File: src/rtl/dlx_pkg.sv
// Shared DLX decode definitions.
// Holds the opcode and function constants, the JumpType encoding, the
// decode-stage FSM states, the IF/ID latch layout and the NOP pattern that
// fills the latch during reset and trap drain.
package dlx_pkg;

    localparam logic [5:0] OP_SPECIAL = 6'h00;
    localparam logic [5:0] FN_NOP     = 6'h15;
    localparam logic [5:0] OP_J       = 6'h02;
    localparam logic [5:0] OP_JAL     = 6'h03;
    localparam logic [5:0] OP_BEQZ    = 6'h04;
    localparam logic [5:0] OP_BNEZ    = 6'h05;
    localparam logic [5:0] OP_BFPT    = 6'h06;
    localparam logic [5:0] OP_BFPF    = 6'h07;
    localparam logic [5:0] OP_RFE     = 6'h10;
    localparam logic [5:0] OP_TRAP    = 6'h11;
    localparam logic [5:0] OP_JR      = 6'h12;
    localparam logic [5:0] OP_JALR    = 6'h13;
    localparam logic [5:0] OP_LB      = 6'h20;
    localparam logic [5:0] OP_LW_LAST = 6'h25;
    localparam logic [5:0] OP_LF      = 6'h26;
    localparam logic [5:0] OP_LD      = 6'h27;

    typedef enum logic [1:0] {
        JT_SEQ    = 2'b00,
        JT_COND   = 2'b01,
        JT_UNCOND = 2'b10,
        JT_REG    = 2'b11
    } jump_type_t;

    typedef enum logic [1:0] {
        ST_RUN      = 2'b00,
        ST_DRAIN    = 2'b01,
        ST_REDIRECT = 2'b10
    } stage_state_t;

    typedef struct packed {
        logic [5:0]  opcode;
        logic [5:0]  func;
        logic [4:0]  rs1;
        logic [4:0]  rs2;
        logic [4:0]  rd;
        logic [15:0] imm;
        logic [31:0] pc4;
    } if_id_t;

    localparam if_id_t IF_ID_NOP = '{
        opcode: OP_SPECIAL,
        func:   FN_NOP,
        rs1:    5'd0,
        rs2:    5'd0,
        rd:     5'd0,
        imm:    16'd0,
        pc4:    32'd0
    };

    // Integer loads write a GPR; their destination feeds the hazard unit.
    function automatic logic is_gpr_load(input logic [5:0] op);
        return (op >= OP_LB) && (op <= OP_LW_LAST);
    endfunction

    // Floating-point loads write an FPR; bit 5 of DecodeRd marks the FP file.
    function automatic logic is_fpr_load(input logic [5:0] op);
        return (op == OP_LF) || (op == OP_LD);
    endfunction

endpackage

File: src/rtl/decode_ctrl.sv
// Combinational control decode of the latched instruction.
// Ports:
//   opcode        latched opcode
//   rd            latched destination field
//   jump_type     sequential / conditional / unconditional / register target
//   branch_cond   take-if-true flag for conditional branches
//   cond_src      0 = GPR zero test, 1 = FPSR bit
//   jump_from_iar register target comes from IAR (RFE) instead of the GPR
//   decode_rd     load destination for hazard detection, 0 when not a load
module decode_ctrl
    import dlx_pkg::*;
(
    input  logic [5:0]  opcode,
    input  logic [4:0]  rd,
    output jump_type_t  jump_type,
    output logic        branch_cond,
    output logic        cond_src,
    output logic        jump_from_iar,
    output logic [5:0]  decode_rd
);

    always_comb begin
        jump_type     = JT_SEQ;
        branch_cond   = 1'b0;
        cond_src      = 1'b0;
        jump_from_iar = 1'b0;
        case (opcode)
            OP_BEQZ: begin jump_type = JT_COND; end
            OP_BNEZ: begin jump_type = JT_COND; branch_cond = 1'b1; end
            OP_BFPT: begin jump_type = JT_COND; cond_src = 1'b1; branch_cond = 1'b1; end
            OP_BFPF: begin jump_type = JT_COND; cond_src = 1'b1; end
            OP_J, OP_JAL:   jump_type = JT_UNCOND;
            OP_JR, OP_JALR: jump_type = JT_REG;
            OP_RFE: begin jump_type = JT_REG; jump_from_iar = 1'b1; end
            default: ;
        endcase
    end

    // r0 is never a hazard source, so non-loads report destination 0.
    always_comb begin
        decode_rd = 6'h00;
        if (is_gpr_load(opcode)) begin
            decode_rd = {1'b0, rd};
        end else if (is_fpr_load(opcode)) begin
            decode_rd = {1'b1, rd};
        end
    end

endmodule

File: src/rtl/decode_stage.sv
// DLX instruction decode stage: IF/ID latch, control decode, FPSR bit, IAR
// and the TRAP sequencer.
// A TRAP in the latch saves its PC+4 into IAR and its immediate, then the
// latch is filled with NOPs for TrapDrain cycles, followed by one REDIRECT
// cycle that jumps to {14'b0, imm, 2'b00}.
// Ports:
//   clk, reset (sync, active low), stall (freeze everything except FPSR)
//   OpCode..PCPlusFour   fetch fields
//   RegData1             GPR read of latched Rs1
//   FpsrWrEn/FpsrWrData  FP compare result from writeback
//   JumpType, BranchCond, CondSrc, BranchResult, FPSR, JumpReg, IAR,
//   DecodeRd, DecodePCPlusFour, Id*   decode results to fetch/execute
//   state_dbg            current sequencer state (stage_state_t)
// Handshake: no valid/ready; every non-stalled cycle advances the stage and
// stall=1 holds the latch, sequencer and counter.
module decode_stage
    import dlx_pkg::*;
#(
    parameter int TrapDrain = 3
) (
    input  logic        clk,
    input  logic        reset,
    input  logic        stall,
    input  logic [5:0]  OpCode,
    input  logic [5:0]  Function,
    input  logic [4:0]  Rs1,
    input  logic [4:0]  Rs2,
    input  logic [4:0]  Rd,
    input  logic [15:0] Immediate,
    input  logic [31:0] PCPlusFour,
    input  logic [31:0] RegData1,
    input  logic        FpsrWrEn,
    input  logic        FpsrWrData,
    output logic [1:0]  JumpType,
    output logic        BranchCond,
    output logic        CondSrc,
    output logic        BranchResult,
    output logic [31:0] FPSR,
    output logic [31:0] JumpReg,
    output logic [31:0] IAR,
    output logic [5:0]  DecodeRd,
    output logic [31:0] DecodePCPlusFour,
    output logic [5:0]  IdOpCode,
    output logic [5:0]  IdFunction,
    output logic [4:0]  IdRs1,
    output logic [4:0]  IdRs2,
    output logic [4:0]  IdRd,
    output logic [15:0] IdImmediate,
    output logic [1:0]  state_dbg
);

    localparam int CntW = 8;

    stage_state_t    state, state_next;
    if_id_t          if_id, fetch;
    logic [CntW-1:0] drain_cnt;
    logic [15:0]     trap_imm;
    logic [31:0]     iar_q;
    logic            fpsr_bit;
    logic            trap_take;
    logic            latch_nop;
    logic            redirect;
    jump_type_t      ctrl_jt;
    logic            jump_from_iar;

    assign fetch = '{opcode: OpCode, func: Function, rs1: Rs1, rs2: Rs2,
                     rd: Rd, imm: Immediate, pc4: PCPlusFour};

    // FSM state register
    always_ff @(posedge clk) begin
        if (!reset) state <= ST_RUN;
        else        state <= state_next;
    end

    // FSM next state
    always_comb begin
        state_next = state;
        case (state)
            ST_RUN: begin
                if (!stall && if_id.opcode == OP_TRAP)
                    state_next = (TrapDrain == 0) ? ST_REDIRECT : ST_DRAIN;
            end
            ST_DRAIN: begin
                if (!stall && drain_cnt == CntW'(1)) state_next = ST_REDIRECT;
            end
            ST_REDIRECT: begin
                if (!stall) state_next = ST_RUN;
            end
            default: state_next = ST_RUN;
        endcase
    end

    // FSM outputs. The latch loads NOPs on every edge that does not land in
    // RUN, so drain and redirect cycles carry no live instruction.
    always_comb begin
        trap_take = (state == ST_RUN) && !stall && (if_id.opcode == OP_TRAP);
        latch_nop = (state_next != ST_RUN);
        redirect  = (state == ST_REDIRECT);
    end

    always_ff @(posedge clk) begin
        if (!reset) begin
            if_id     <= IF_ID_NOP;
            drain_cnt <= '0;
            trap_imm  <= '0;
            iar_q     <= '0;
            fpsr_bit  <= 1'b0;
        end else begin
            if (FpsrWrEn) fpsr_bit <= FpsrWrData;
            if (!stall) if_id <= latch_nop ? IF_ID_NOP : fetch;
            if (trap_take) begin
                iar_q     <= if_id.pc4;
                trap_imm  <= if_id.imm;
                drain_cnt <= CntW'(TrapDrain);
            end else if (state == ST_DRAIN && !stall) begin
                drain_cnt <= drain_cnt - CntW'(1);
            end
        end
    end

    decode_ctrl u_ctrl (
        .opcode        (if_id.opcode),
        .rd            (if_id.rd),
        .jump_type     (ctrl_jt),
        .branch_cond   (BranchCond),
        .cond_src      (CondSrc),
        .jump_from_iar (jump_from_iar),
        .decode_rd     (DecodeRd)
    );

    always_comb begin
        JumpType = redirect ? JT_REG : ctrl_jt;
        if (redirect)           JumpReg = {14'b0, trap_imm, 2'b00};
        else if (jump_from_iar) JumpReg = iar_q;
        else                    JumpReg = RegData1;
    end

    assign BranchResult     = (RegData1 == 32'd0);
    assign FPSR             = {31'b0, fpsr_bit};
    assign IAR              = iar_q;
    assign DecodePCPlusFour = if_id.pc4;
    assign IdOpCode         = if_id.opcode;
    assign IdFunction       = if_id.func;
    assign IdRs1            = if_id.rs1;
    assign IdRs2            = if_id.rs2;
    assign IdRd             = if_id.rd;
    assign IdImmediate      = if_id.imm;
    assign state_dbg        = state;

endmodule

File: config.mk
export PLATFORM = sky130hd
export DESIGN_NAME = decode_stage
export DESIGN_NICKNAME = d
export VERILOG_FILES = /design/src/rtl/dlx_pkg.sv /design/src/rtl/decode_ctrl.sv /design/src/rtl/decode_stage.sv
export SDC_FILE = /design/constraint.sdc
export NUM_CORES = 1
export LEC_CHECK = 0
export CORE_AREA = 2 2 123 125
export CTS_BUF_LIST = sky130_fd_sc_hd__clkbuf_2 sky130_fd_sc_hd__clkbuf_4 sky130_fd_sc_hd__clkbuf_8
export CTS_CLUSTER_SIZE = 25
export DETAILED_ROUTE_END_ITERATION = 6
export DIE_AREA = 0 0 125 127
export PLACE_DENSITY = 0.9
export SLEW_MARGIN = 20
export SYNTH_ARGS = -nofsm -noshare
export SYNTH_HDL_FRONTEND = slang
export SYNTH_HIERARCHICAL = 1
export SYNTH_SLANG_ARGS = --single-unit
File: constraint.sdc
create_clock -name clk -period 2.4 [get_ports clk]
set_clock_uncertainty 0.1 [all_clocks]
set_input_delay 0.36 -clock clk [delete_from_list [all_inputs] [get_ports clk]]
set_output_delay 0.36 -clock clk [all_outputs]
set_load 0.01 [all_outputs]
==> impl_metrics.toml <==
[synthesis]
muxShareOfSynthArea_pct = 5.93
synth_area_per_cell_um2 = 9.16
synth-compound-area-share_pct = 18.7
synth_top_area_share_pct = 48.1
synth_area_mm2 = 0.00557
synth-seq-cells = 134
synthesis.yosys.warnings = 6
synth-async-reset-ratio_pct = 0
synth_top_family_by_area = "compound AO/OA/AOI/OAI gates"
synth_top_area_cell = "dfxtp_1"
synth-adder-area-share_pct = 0.449
synth_common_cells = "134 x dfxtp_1, 72 x a22o_1, 70 x nand2_1, 65 x o21ai_0, 51 x nand3_1"
ys_seq_area_share_pct = 48.1
synth_flop_cell = "dfxtp_1"
syn_inst = 608
yosysMostFrequentCell = "dfxtp_1"
synth-simple-area-share_pct = 16.5
synthTopCellsByArea = "dfxtp_1 48%, a22o_1 11%, mux2i_1 5.9%"
synth_xor_area_share_pct = 1.26
yosysUniqueCellTypes = 38
synth_edf_count = 0

[worst_setup_path]
arrival_ns = 2.13
crit_path_max_incr_delay_ns = 0.33
path_cells = "or2_4, nor4_4, buf_4, clkbuf_16, mux2i_2, buf_4, o21ai_1, buf_2"
crit_required_ns = 1.94
critPathMostFrequentCell = "buf_4"
path_class = "flip-flop to output port"
cp_top_family = "buffers and inverters"
worst-path-buf-inv = 4
start_kind = "flip-flop"
cp_slowest_cell = "dfxtp_2"
worstSetupPathDepth = 8
critical_path_peak_fanout = 5
cp-end-kind = "output port"
reg2regPathDepth = 6

[timing]
max_freq_mhz = 387
setup_tns_ns = -3.90
maxSlewViolCount = 0
tightest_slew_ns = 0.668
hold_ws_ns = 0.168
hold_violations = 0
setup_viol = 32
rsz0062_at_grt = "true"
post-route-min-period_ns = 2.59
fin_crit_sh_pct = 108
setup_ws_ns = -0.185
relSlewSlack_pct = 55.4

[clocking]
clock_sinks = 134
cts_tree = "done"
cts-buffers-inserted = 17
insertion_delay_ns = 0.44
clkTransAtPathRegs_ns = 0.08
htreeDepth = 4
cts-root-buf = "clkbuf_8"
clk_path_buf_depth = 2

[drt]
vias_per_cell = 5.10
wl_mm = 19.5
first_pass_iters = 7
routedWlPerCell_um = 17.9
drc_errors = 0
drtIter0Drc = 279
vias = 5551
ant_nets = 0

[flow_run]
maxCapViolations = 0

[power]
p_per_area_mw_per_mm2 = 575
leakagePower_nw = 3.57
power.total_mw = 5.24
peakVddDrop_uv = 418

[cells_and_area]
nets = 1007
area_growth_pct = 63.4
final_area_mm2 = 0.00910
drive_gt1_share_pct = 16.7
antenna_cells = 0

[global_route]
grt_pass1_wl_mm = 29.6
grt_overflow = 0
antenna_found_initial = 0
grt_pass1_vias = 5376
grt_max_degree = 78
grt_usage_pct = 23.7

[placed_design]
place_area_mm2 = 0.00849
gp_congestion = 0.916
post-dp-hpwl_mm = 14.2
port_buffers = 264
place_ws_ns = -0.439

[worst_hold_path]
holdPathStages = 2
min_path_type = "input port to flip-flop"

[status]
status = "complete, but fails checks"
failed_checks = "negative setup slack"

[die]
ios = 296
fp.dieH_um = 127
fp-row-count = 44
die_w_um = 125
die_area_mm2 = 0.0159
start_util_pct = 38.6
core_mm2 = 0.0144
stage by stage:
step / util, % / instances
6_report: 63.1 / 1089
5_1_grt: 63.1 / 1089
4_1_cts: 62.8 / 1090
3_5_place_dp: 58.9 / 1046
3_3_place_gp: 58.9 / 1046
2_1_floorplan: - / 638
final timing paths:
path,startpoint,to,slack [ns]
max reg2reg,IdOpCode[1],DecodePCPlusFour[23],0.34
min reg2reg,DecodePCPlusFour[30],IAR[30],0.37
max,IdOpCode[3],JumpReg[5],-0.19
min,reset,drain_cnt[1],0.17
area by class of cell:
type,count,area (um^2)
Fill cell,1148,5320
Inverter,9,33.8
Clock inverter,12,154
Tap cell,184,230
Timing Repair Buffer,315,3030
Clock buffer,19,262
Sequential cell,134,2690
Multi-Input combinational cell,416,2710
worst reg2reg max path, delay by kind of cell, from the launching register on:
family | cells | cell delay [ns]
buf+inv | 2 | 0.46
compound gates | 3 | 0.74
flops | 1 | 0.34
simple gates | 1 | 0.35
flip-flops by register name (all words and copies together), names as in the netlist, 5 cells and up:
signal,flops
IdFunction,6
IdRs2,5
IdImmediate,16
IdOpCode,6
IAR,32
IdRd,5
IdRs1,5
trap_imm,16
drain_cnt,8
DecodePCPlusFour,32
layout by cell type, fill, tap and decap left out, types with 4 or more instances in the layout:
cell             Yosys  layout
mux2i_4              0       9
nand2_1             70      70
nand3_1             51      51
mux2i_2              0       5
and2_1               6       5
o21ai_1              0      14
dfxtp_1            134     131
a22o_1              72      72
clkbuf_8             0      19
nor2_1              35      32
dlymetal6s2s_1       0       5
buf_6                5       4
dlygate4sd2_1        0       6
inv_1                9       9
conb_1               1      31
buf_12               0       8
clkdlybuf4s50_1      0     218
buf_2                6      32
buf_4               33      36
xor2_1               5       5
a21oi_1              8       8
o21ai_0             65      51
nor4_1               9       5
mux2i_1             33      19
cell families (layout without fill, tap and decap cells):
group | after synthesis | count (layout)
AND/OR/NAND/NOR | 192 | 192
AO/OA/AOI/OAI | 150 | 150
flip-flops | 134 | 134
buffers and inverters | 88 | 355
multiplexers | 33 | 33
XOR/XNOR | 8 | 8
adder cells (fa/ha/maj) | 2 | 2
other | 1 | 31
power by group:
group | internal [mW] | switching [mW]
sequential | 2.30 | 0.0646
clock | 1.07 | 0.900
combinational | 0.514 | 0.379
total | 3.89 | 1.34
layer usage:
layer | vias up | part of all wire [%] | global-route usage (%) | wire (um)
met3 | 25 | 6.6 | 5.65 | 1290
met2 | 241 | 49 | 40.2 | 9650
met5 | - | 0 | 0 | 0
met4 | 0 | 2.0 | 8.63 | 396
met1 | 2631 | 42 | 29.5 | 8160
li1 | 2654 | - | - | -
what timing repair did:
action	4_1_cts	5_1_grt
pin swaps	7	8
resized for setup	186	25
endpoints found under the setup margin	40	39
endpoints found under the hold margin	0	0
gates cloned	2	0
hold buffers	0	0
setup buffers	12	1
No activity file was read; power rests on OpenSTA's default activity.
